`src/rtl/sklansky_mp_seq.sv`:
```
// Multi-precision add/subtract that reuses one 16-bit Sklansky adder, one word per cycle, LSW first.
// Result valid WORDS cycles after the accepting edge; one op in flight, held in DONE until out_ready.

module sklansky16 (
  input  logic        ci,
  input  logic [15:0] a,
  input  logic [15:0] b,
  output logic [15:0] s,
  output logic        co
);
  logic [15:0] p;
  logic [15:0] g  [0:4];
  logic [15:0] pp [0:4];

  always_comb begin
    p = a ^ b;
    for (int l = 0; l < 5; l++) begin
      g[l]  = '0;
      pp[l] = '0;
    end
    // Carry-in folded into bit 0 generate so prefix G[i] is the carry out of bit i.
    g[0]    = a & b;
    g[0][0] = (a[0] & b[0]) | (p[0] & ci);
    pp[0]   = p;
    for (int l = 0; l < 4; l++) begin
      for (int i = 0; i < 16; i++) begin
        if (i[l]) begin
          g[l+1][i]  = g[l][i] | (pp[l][i] & g[l][((i >> l) << l) - 1]);
          pp[l+1][i] = pp[l][i] & pp[l][((i >> l) << l) - 1];
        end else begin
          g[l+1][i]  = g[l][i];
          pp[l+1][i] = pp[l][i];
        end
      end
    end
    s  = p ^ {g[4][14:0], ci};
    co = g[4][15];
  end
endmodule

module sklansky_mp_seq #(
  parameter int WORDS = 4
) (
  input  logic                  clk,
  input  logic                  rst_n,
  input  logic                  in_valid,
  output logic                  in_ready,
  input  logic                  op_sub,
  input  logic [16*WORDS-1:0]   a,
  input  logic [16*WORDS-1:0]   b,
  output logic                  out_valid,
  input  logic                  out_ready,
  output logic [16*WORDS-1:0]   sum,
  output logic                  cout,
  output logic                  ovf
);
  localparam int N     = 16 * WORDS;
  localparam int IDX_W = $clog2(WORDS);

  typedef enum logic [1:0] {IDLE, RUN, DONE} state_t;

  state_t             state_q, state_d;
  logic [IDX_W-1:0]   idx_q, idx_d;
  logic               carry_q, carry_d;
  logic               op_sub_q, op_sub_d;
  logic [N-1:0]       a_q, a_d;
  logic [N-1:0]       b_q, b_d;
  logic [N-1:0]       sum_q, sum_d;
  logic               cout_q, cout_d;
  logic               ovf_q, ovf_d;

  logic [15:0]        add_a, add_b, add_s;
  logic               add_ci, add_co;

  sklansky16 u_add (
    .ci (add_ci),
    .a  (add_a),
    .b  (add_b),
    .s  (add_s),
    .co (add_co)
  );

  always_comb begin
    state_d  = state_q;
    idx_d    = idx_q;
    carry_d  = carry_q;
    op_sub_d = op_sub_q;
    a_d      = a_q;
    b_d      = b_q;
    sum_d    = sum_q;
    cout_d   = cout_q;
    ovf_d    = ovf_q;
    add_a    = '0;
    add_b    = '0;
    add_ci   = 1'b0;

    case (state_q)
      IDLE: begin
        if (in_valid) begin
          a_d      = a;
          b_d      = b;
          op_sub_d = op_sub;
          carry_d  = op_sub;
          idx_d    = '0;
          state_d  = RUN;
        end
      end
      RUN: begin
        // Subtract is A + ~B + 1, the +1 coming from the preloaded carry.
        add_a  = a_q[idx_q*16 +: 16];
        add_b  = b_q[idx_q*16 +: 16] ^ {16{op_sub_q}};
        add_ci = carry_q;
        sum_d[idx_q*16 +: 16] = add_s;
        carry_d = add_co;
        idx_d   = idx_q + 1'b1;
        if (idx_q == IDX_W'(WORDS - 1)) begin
          cout_d  = add_co;
          ovf_d   = (a_q[N-1] == add_b[15]) && (add_s[15] != a_q[N-1]);
          state_d = DONE;
        end
      end
      DONE: begin
        if (out_ready) state_d = IDLE;
      end
      default: state_d = IDLE;
    endcase
  end

  always_ff @(posedge clk) begin
    if (!rst_n) begin
      state_q  <= IDLE;
      idx_q    <= '0;
      carry_q  <= 1'b0;
      op_sub_q <= 1'b0;
      a_q      <= '0;
      b_q      <= '0;
      sum_q    <= '0;
      cout_q   <= 1'b0;
      ovf_q    <= 1'b0;
    end else begin
      state_q  <= state_d;
      idx_q    <= idx_d;
      carry_q  <= carry_d;
      op_sub_q <= op_sub_d;
      a_q      <= a_d;
      b_q      <= b_d;
      sum_q    <= sum_d;
      cout_q   <= cout_d;
      ovf_q    <= ovf_d;
    end
  end

  assign in_ready  = (state_q == IDLE);
  assign out_valid = (state_q == DONE);
  assign sum       = sum_q;
  assign cout      = cout_q;
  assign ovf       = ovf_q;
endmodule

```
`config.mk`:
```
export PLATFORM = sky130hd
export DESIGN_NAME = sklansky_mp_seq
export DESIGN_NICKNAME = d
export VERILOG_FILES = /design/src/rtl/sklansky_mp_seq.sv
export SDC_FILE = /design/constraint.sdc
export NUM_CORES = 1
export LEC_CHECK = 0
export ABC_CLOCK_PERIOD_IN_PS = 4300
export CAP_MARGIN = 5
export CORE_MARGIN = 8
export CORE_UTILIZATION = 30
export CTS_CLUSTER_DIAMETER = 30
export DETAILED_ROUTE_END_ITERATION = 8
export GPL_TIMING_DRIVEN = 0
export SYNTH_ARGS = -nofsm -noshare
export SYNTH_HDL_FRONTEND = slang
export SYNTH_HIERARCHICAL = 1
export SYNTH_SLANG_ARGS = --single-unit
```
`constraint.sdc`:
```
create_clock -name clk -period 4.3 [get_ports clk]
set_input_delay 0.86 -clock clk [delete_from_list [all_inputs] [get_ports clk]]
set_output_delay 0.86 -clock clk [all_outputs]
set_load 0.05 [all_outputs]
```
# Yosys cells after proc, flatten, opt, wreduce, memory -nomap -nowiden

Cells that the tools add are included.

Register bits: 200
Input port bits: 133
Output and inout bits: 68
Word-level logic and storage cells: 130

Add/subtract/negate cells: 2
Equal/unequal tests: 8
Shift operators: 4
Multiplexer cells: 12
Bitwise gates (word level): 88
Reductions and logical operators: 7

Operators by type and width:

| cell                                                   | number |
|---|---|
| indexed part select 64 x 7 -> 16 bit                   | 2 |
| bitwise mux 64 bit                                     | 1 |
| variable shift 16 x 34 -> 64 bit, first input constant | 1 |
| indexed part select 16 x 34 -> 64 bit                  | 1 |
| AND 1 bit                                              | 51 |
| bitwise XOR 16 bit                                     | 3 |
| negator 6 -> 34 bit                                    | 1 |
| OR 1 bit                                               | 33 |
| 2-to-1 mux 16 bit                                      | 2 |
| AND 16 bit                                             | 1 |
| 2-to-1 mux 2 bit                                       | 4 |
| one-hot mux 2 bit (3 select lines)                     | 1 |
| AND reduction 2 bit                                    | 3 |
| == test 2 bit, second input constant                   | 2 |
| inequality test 2 bit, second input constant           | 2 |
| one-hot mux 2 bit (2 select lines)                     | 1 |
| AND reduction 3 bit                                    | 1 |
| adder 2 x 1 -> 2 bit, second input constant            | 1 |
| == test 2 x 1 -> 1 bit, second input constant          | 1 |
| logical NOT 2 bit                                      | 1 |
| 2-to-1 mux 1 bit                                       | 2 |
| inequality test 2 x 1 -> 1 bit, second input constant  | 1 |
| one-hot mux 1 bit (2 select lines)                     | 1 |
| nonzero test 2 bit                                     | 1 |
| 3 further kinds                                        | 3 |

# Logic depth before layout (Yosys ltp)

Depth in word-level cells: 17
Mapped depth: 18
Mapped depth without buffers: 16

# Modules after synthesis

Netlist, hierarchy kept.

By module, submodules not included:

| module          | instances | cells each | area each (um^2) | seq. area each (um^2) |
|---|---|---|---|---|
| sklansky_mp_seq | 1         | 928        | 8329.2           | 4003.8 |
| sklansky16      | 1         | 82         | 658.1            | 0.0 |

# Worst setup path before layout

No wires, ideal clock.

Path type: register -> register
Start: register idx_q[0]
End: register ovf_q, in the netlist ovf
Setup time: 0.070 ns
Arrival time: 3.915 ns
Data required time: 4.230 ns
Path slack: 0.315 ns
Stages on the path, launching flop included: 19
Path buffers: 3
Clock period less this slack: 3.985 ns
Path through: dfxtp_1 buf_4 buf_4 mux4_2 and2_1 inv_1 fa_1 inv_1 fa_1 a211oi_2 nor3_1 o21bai_1 a21oi_1 a211oi_1 buf_2 or4bb_1 a21oi_1 nor4_1 a21oi_1

Elaborated cells between the ends (all ways): 54
Those cells by class: eq/ne (3); shift (2); mux (2); bitwise (45); reduce/logical (2)

RTL lines:

| element                                | line | text |
|---|---|---|
| from (decl)                            | 63   | `logic [IDX_W-1:0] idx_q, idx_d;` |
| from (signal assigned)                 | 142  | `idx_q <= idx_d;` |
| indexed part select 64 x 7 -> 16 bit * | 110  | `add_a = a_q[idx_q*16 +: 16];` |
| 2-to-1 mux 16 bit *                    | 97   | `case (state_q)` |
| net add_a[0]                           | 72   | `logic [15:0] add_a, add_b, add_s;` |
| bitwise XOR 16 bit                     | 16   | `p = a ^ b;` |
| AND 1 bit                              | 23   | `g[0][0] = (a[0] & b[0]) \| (p[0] & ci);` |
| OR 1 bit *                             | 23   |  |
| AND 1 bit *                            | 28   | `g[l+1][i] = g[l][i] \| (pp[l][i] & g[l][((i >> l) << l) - 1]);` |
| OR 1 bit *                             | 28   |  |
| [2 not listed]                         | n/a  |  |
| AND 1 bit *                            | 28   |  |
| OR 1 bit *                             | 28   |  |
| AND 1 bit *                            | 28   |  |
| OR 1 bit *                             | 28   |  |
| bitwise XOR 16 bit *                   | 36   | `s = p ^ {g[4][14:0], ci};` |
| net add_s[15]                          | 72   |  |
| inequality test 1 bit *                | 118  | `ovf_d = (a_q[N-1] == add_b[15]) && (add_s[15] != a_q[N-1]);` |
| logical AND 1 bit *                    | 118  |  |
| to (signal assigned)                   | 149  | `ovf_q <= ovf_d;` |
| to (decl)                              | 70   | `logic ovf_q, ovf_d;` |

The timed path passes the listed nets; every way through them passes the cells marked *.
A chain may end at the register's enable or synchronous reset.

# Final worst setup path

Same ends and word-level chain as after synthesis.

==> flow_summary.json <==
{
  "hold_viol": 0,
  "irDropWorstVdd_mv": 0.272,
  "io_buffer_count": 200,
  "crit_arrival_ns": 4.54,
  "clkSlewWorstSetupHoldPaths_ns": 0.08,
  "via_per_inst": 4.84,
  "synth_compound_area_frac": 0.166,
  "synthTopCellsByArea": "dfxtp_1 45%, nand2_1 11%, mux4_2 7.8%",
  "worstMarginPinSlew_ns": 0.897,
  "critical_path_class": "register to register",
  "rsz0062_at_grt": "no",
  "p_leak_nw": 4.44,
  "required_ns": 4.68,
  "synth_xor_area_frac": 0.0234,
  "rows": 63,
  "slew_viol_final": 0,
  "numCtsBuffers": 17,
  "insertedDiodeCount": 0,
  "clk_path_buf_depth": 2,
  "p_sw_mw": 1.26,
  "power_frac_clock": 0.388,
  "wl_per_cell_um": 18.3,
  "root_buffer": "clkbuf_16",
  "setup_viol": 0,
  "cp_max_fo": 10,
  "cts.sinks": 200,
  "synth_top_family_by_area": "simple AND/OR/NAND/NOR gates",
  "internal_power_mw": 3.02,
  "setup_slack_ns": 0.136,
  "hold_ws_ns": 0.453,
  "multi_input_area_um2": 4580,
  "drc_errors": 0,
  "syn-num-nets": 1167,
  "grt_pass1_vias": 7979,
  "p_sw_frac": 0.294,
  "place_ws_ns": -0.513,
  "status": "finished, final reports clean",
  "synthCells": 1010,
  "fill_cells": 2963,
  "start_util": 0.304,
  "die_x_um": 189,
  "antenna_left": 0,
  "h-tree-depth": 4,
  "drv_cap": 0,
  "power-per-cell-area_nw_per_um2": 350,
  "syn_area_um2": 8990,
  "startpoint_type": "register",
  "grt_max_degree": 23,
  "drt_first_pass_iters": 5,
  "hold_path.class": "register to register",
  "final_nets": 1394,
  "synth.avg_cell_area_um2": 8.90,
  "fin_worst_skew_ns": 0.0151,
  "ys_warn_count": 6,
  "fmax_ghz": 0.240,
  "synth-simple-area-share": 0.199,
  "die-area_um2": 35800,
  "final-seq-area_um2": 4010,
  "async_flop_share": 0,
  "finalCriticalPeriod_ns": 4.16,
  "fin_crit_sh": 0.968,
  "synthAdderAreaFrac": 0.0376,
  "synth_seq_cells": 200,
  "yosysUniqueCellTypes": 57,
  "synth_edf_count": 0,
  "vias": 7942,
  "grt_pass1_wl_um": 45900,
  "worst_skew_pair.late_latency_ns": 0.45,
  "p_seq_frac": 0.462,
  "hpwl_um": 23700,
  "cp-end-kind": "register",
  "routed_wl_um": 30000,
  "synth_top_area_cell": "dfxtp_1",
  "core_um2": 29600,
  "slew_headroom": 0.393,
  "overflow": 0,
  "yosys-mux-area-fraction": 0.0813,
  "yosys.area.top_type_share": 0.445,
  "area_growth_pct": 36.0,
  "cts_tree": "yes",
  "pwr-share-comb": 0.150,
  "ios": 201,
  "ys.flop_type": "dfxtp_1",
  "yosysSeqAreaShare": 0.445,
  "place.gp.congestion": 0.836,
  "antenna_found_initial": 1,
  "drive_above_1_share": 0.117,
  "fp.dieH_um": 189,
  "grt.total_usage": 0.165,
  "drt_iter0_markers": 542
}
-- per-layer routing --
| layer | vias to the layer above | wire, um | track usage |
|---|---|---|---|
| li1 | 3907 | - | - |
| met1 | 3768 | 13300 | 0.210 |
| met2 | 236 | 14100 | 0.273 |
| met3 | 29 | 2070 | 0.0430 |
| met4 | 2 | 540 | 0.0487 |
| met5 | - | 13 | 0 |
-- through the flow --
stage | cells | utilization | cell area (um2) | total power [mW] | TNS [ns]
floorplan | 1010 | - | 8990 | 2.36 | 0
global placement | 1600 | 0.388 | 11500 | 2.64 | -0.463
detailed placement | 1600 | 0.388 | 11500 | 2.65 | -0.644
CTS | 1637 | 0.412 | 12200 | 4.30 | 0
global route | 1640 | 0.413 | 12200 | 4.44 | 0
finish | 1640 | 0.413 | 12200 | 4.28 | 0
-- synthesized netlist by cell type, types with 3 or more instances --
| library cell | instances |
|---|---|
| fa_1 | 5 |
| ha_1 | 19 |
| xnor2_1 | 20 |
| nand2_1 | 266 |
| buf_4 | 7 |
| a21boi_0 | 27 |
| a21o_1 | 4 |
| dfxtp_1 | 200 |
| nor2_2 | 10 |
| and2_1 | 20 |
| clkbuf_1 | 38 |
| a21oi_1 | 115 |
| nor2_1 | 76 |
| nor2b_1 | 4 |
| or4bb_1 | 3 |
| a22oi_1 | 54 |
| nand3_1 | 3 |
| o21a_1 | 6 |
| inv_1 | 16 |
| buf_2 | 23 |
| nor3_1 | 4 |
| a22oi_2 | 10 |
| mux4_2 | 31 |
| xor2_1 | 4 |
-- worst paths after layout --
kind	cells past startpoint	slack, ns	end	startpoint
max reg2reg	17	0.14	ovf	idx_q[0]
min reg2reg	2	0.45	b_q[45]	b_q[45]
max	17	0.14	ovf	idx_q[0]
min	2	0.45	b_q[45]	b_q[45]
-- state kept, by name, summed over array words and instances, names as in the netlist --
| name | flops |
|---|---|
| cout | 1 |
| b_q | 64 |
| a_q | 64 |
| carry_q | 1 |
| sum | 64 |
| idx_q | 2 |
| ovf | 1 |
| state_q | 2 |
| op_sub_q | 1 |
-- timing repair --
action,4_1_cts,5_1_grt
gates resized for setup,11,6
hold buffers,0,0
pin swaps,3,3
buffers inserted,5,3
endpoints found under the setup margin,5,7
-- placed cells by master (no fill, tap or decap), drive strengths merged, types with 2 or more instances in the layout --
cell type and instances:
a211oi 2, a21boi 27, a21o 5, a21oi 116, a22oi 64, a31oi 2
and2 20, buf 42, clkbuf 56, clkdlybuf4s50 200, clkinv 8, dfxtp 200
fa 5, ha 19, inv 23, mux2 2, mux4 31, nand2 266
nand2b 2, nand3 3, nand3b 4, nand4 2, nand4b 2, nor2 86
nor2b 4, nor3 6, nor4b 3, o21a 6, o21ai 2, or3b 2
or4bb 3, xnor2 20, xor2 4
-- area by class of cell --
type / count / area share
plain buffers: 74 / 0.0323
clock buffers: 17 / 0.0348
clock inverters: 15 / 0.0162
well taps: 390 / 0.0399
multi-input cells: 719 / 0.375
repair buffers: 208 / 0.169
flip-flops and latches: 200 / 0.328
inverters: 17 / 0.00522
-- critical path: stages (launching register included) --
cell and delay (ns):
dfxtp_2 0.37, buf_6 0.15, buf_12 0.17, mux4_2 0.54, and2_1 0.18, inv_1 0.07, fa_1 0.17, inv_1 0.05
fa_2 0.37, a211oi_2 0.30, nor3_2 0.10, o21bai_2 0.18, a21oi_1 0.12, a211oi_2 0.31, or4b_2 0.64, a21oi_2 0.17
nor4_2 0.07, a21oi_1 0.13
-- cells by family (layout without fill, tap and decap cells) --
logic type / count (synthesis) / count (layout)
simple gates: 407 / 407
compound gates: 230 / 230
flops: 200 / 200
buf+inv: 91 / 331
mux: 34 / 34
fa+ha+maj: 24 / 24
xor+xnor: 24 / 24
-- power groups by stage --
stage          combinational (mW)  sequential, mW  clock [mW]
2_1_floorplan               0.348            2.01           0
3_3_place_gp                0.625            2.02           0
6_report                    0.641            1.98        1.66
3_5_place_dp                0.631            2.02           0
5_1_grt                     0.696            1.99        1.76
4_1_cts                     0.642            1.98        1.68
Power figures use the tool's default switching activity.
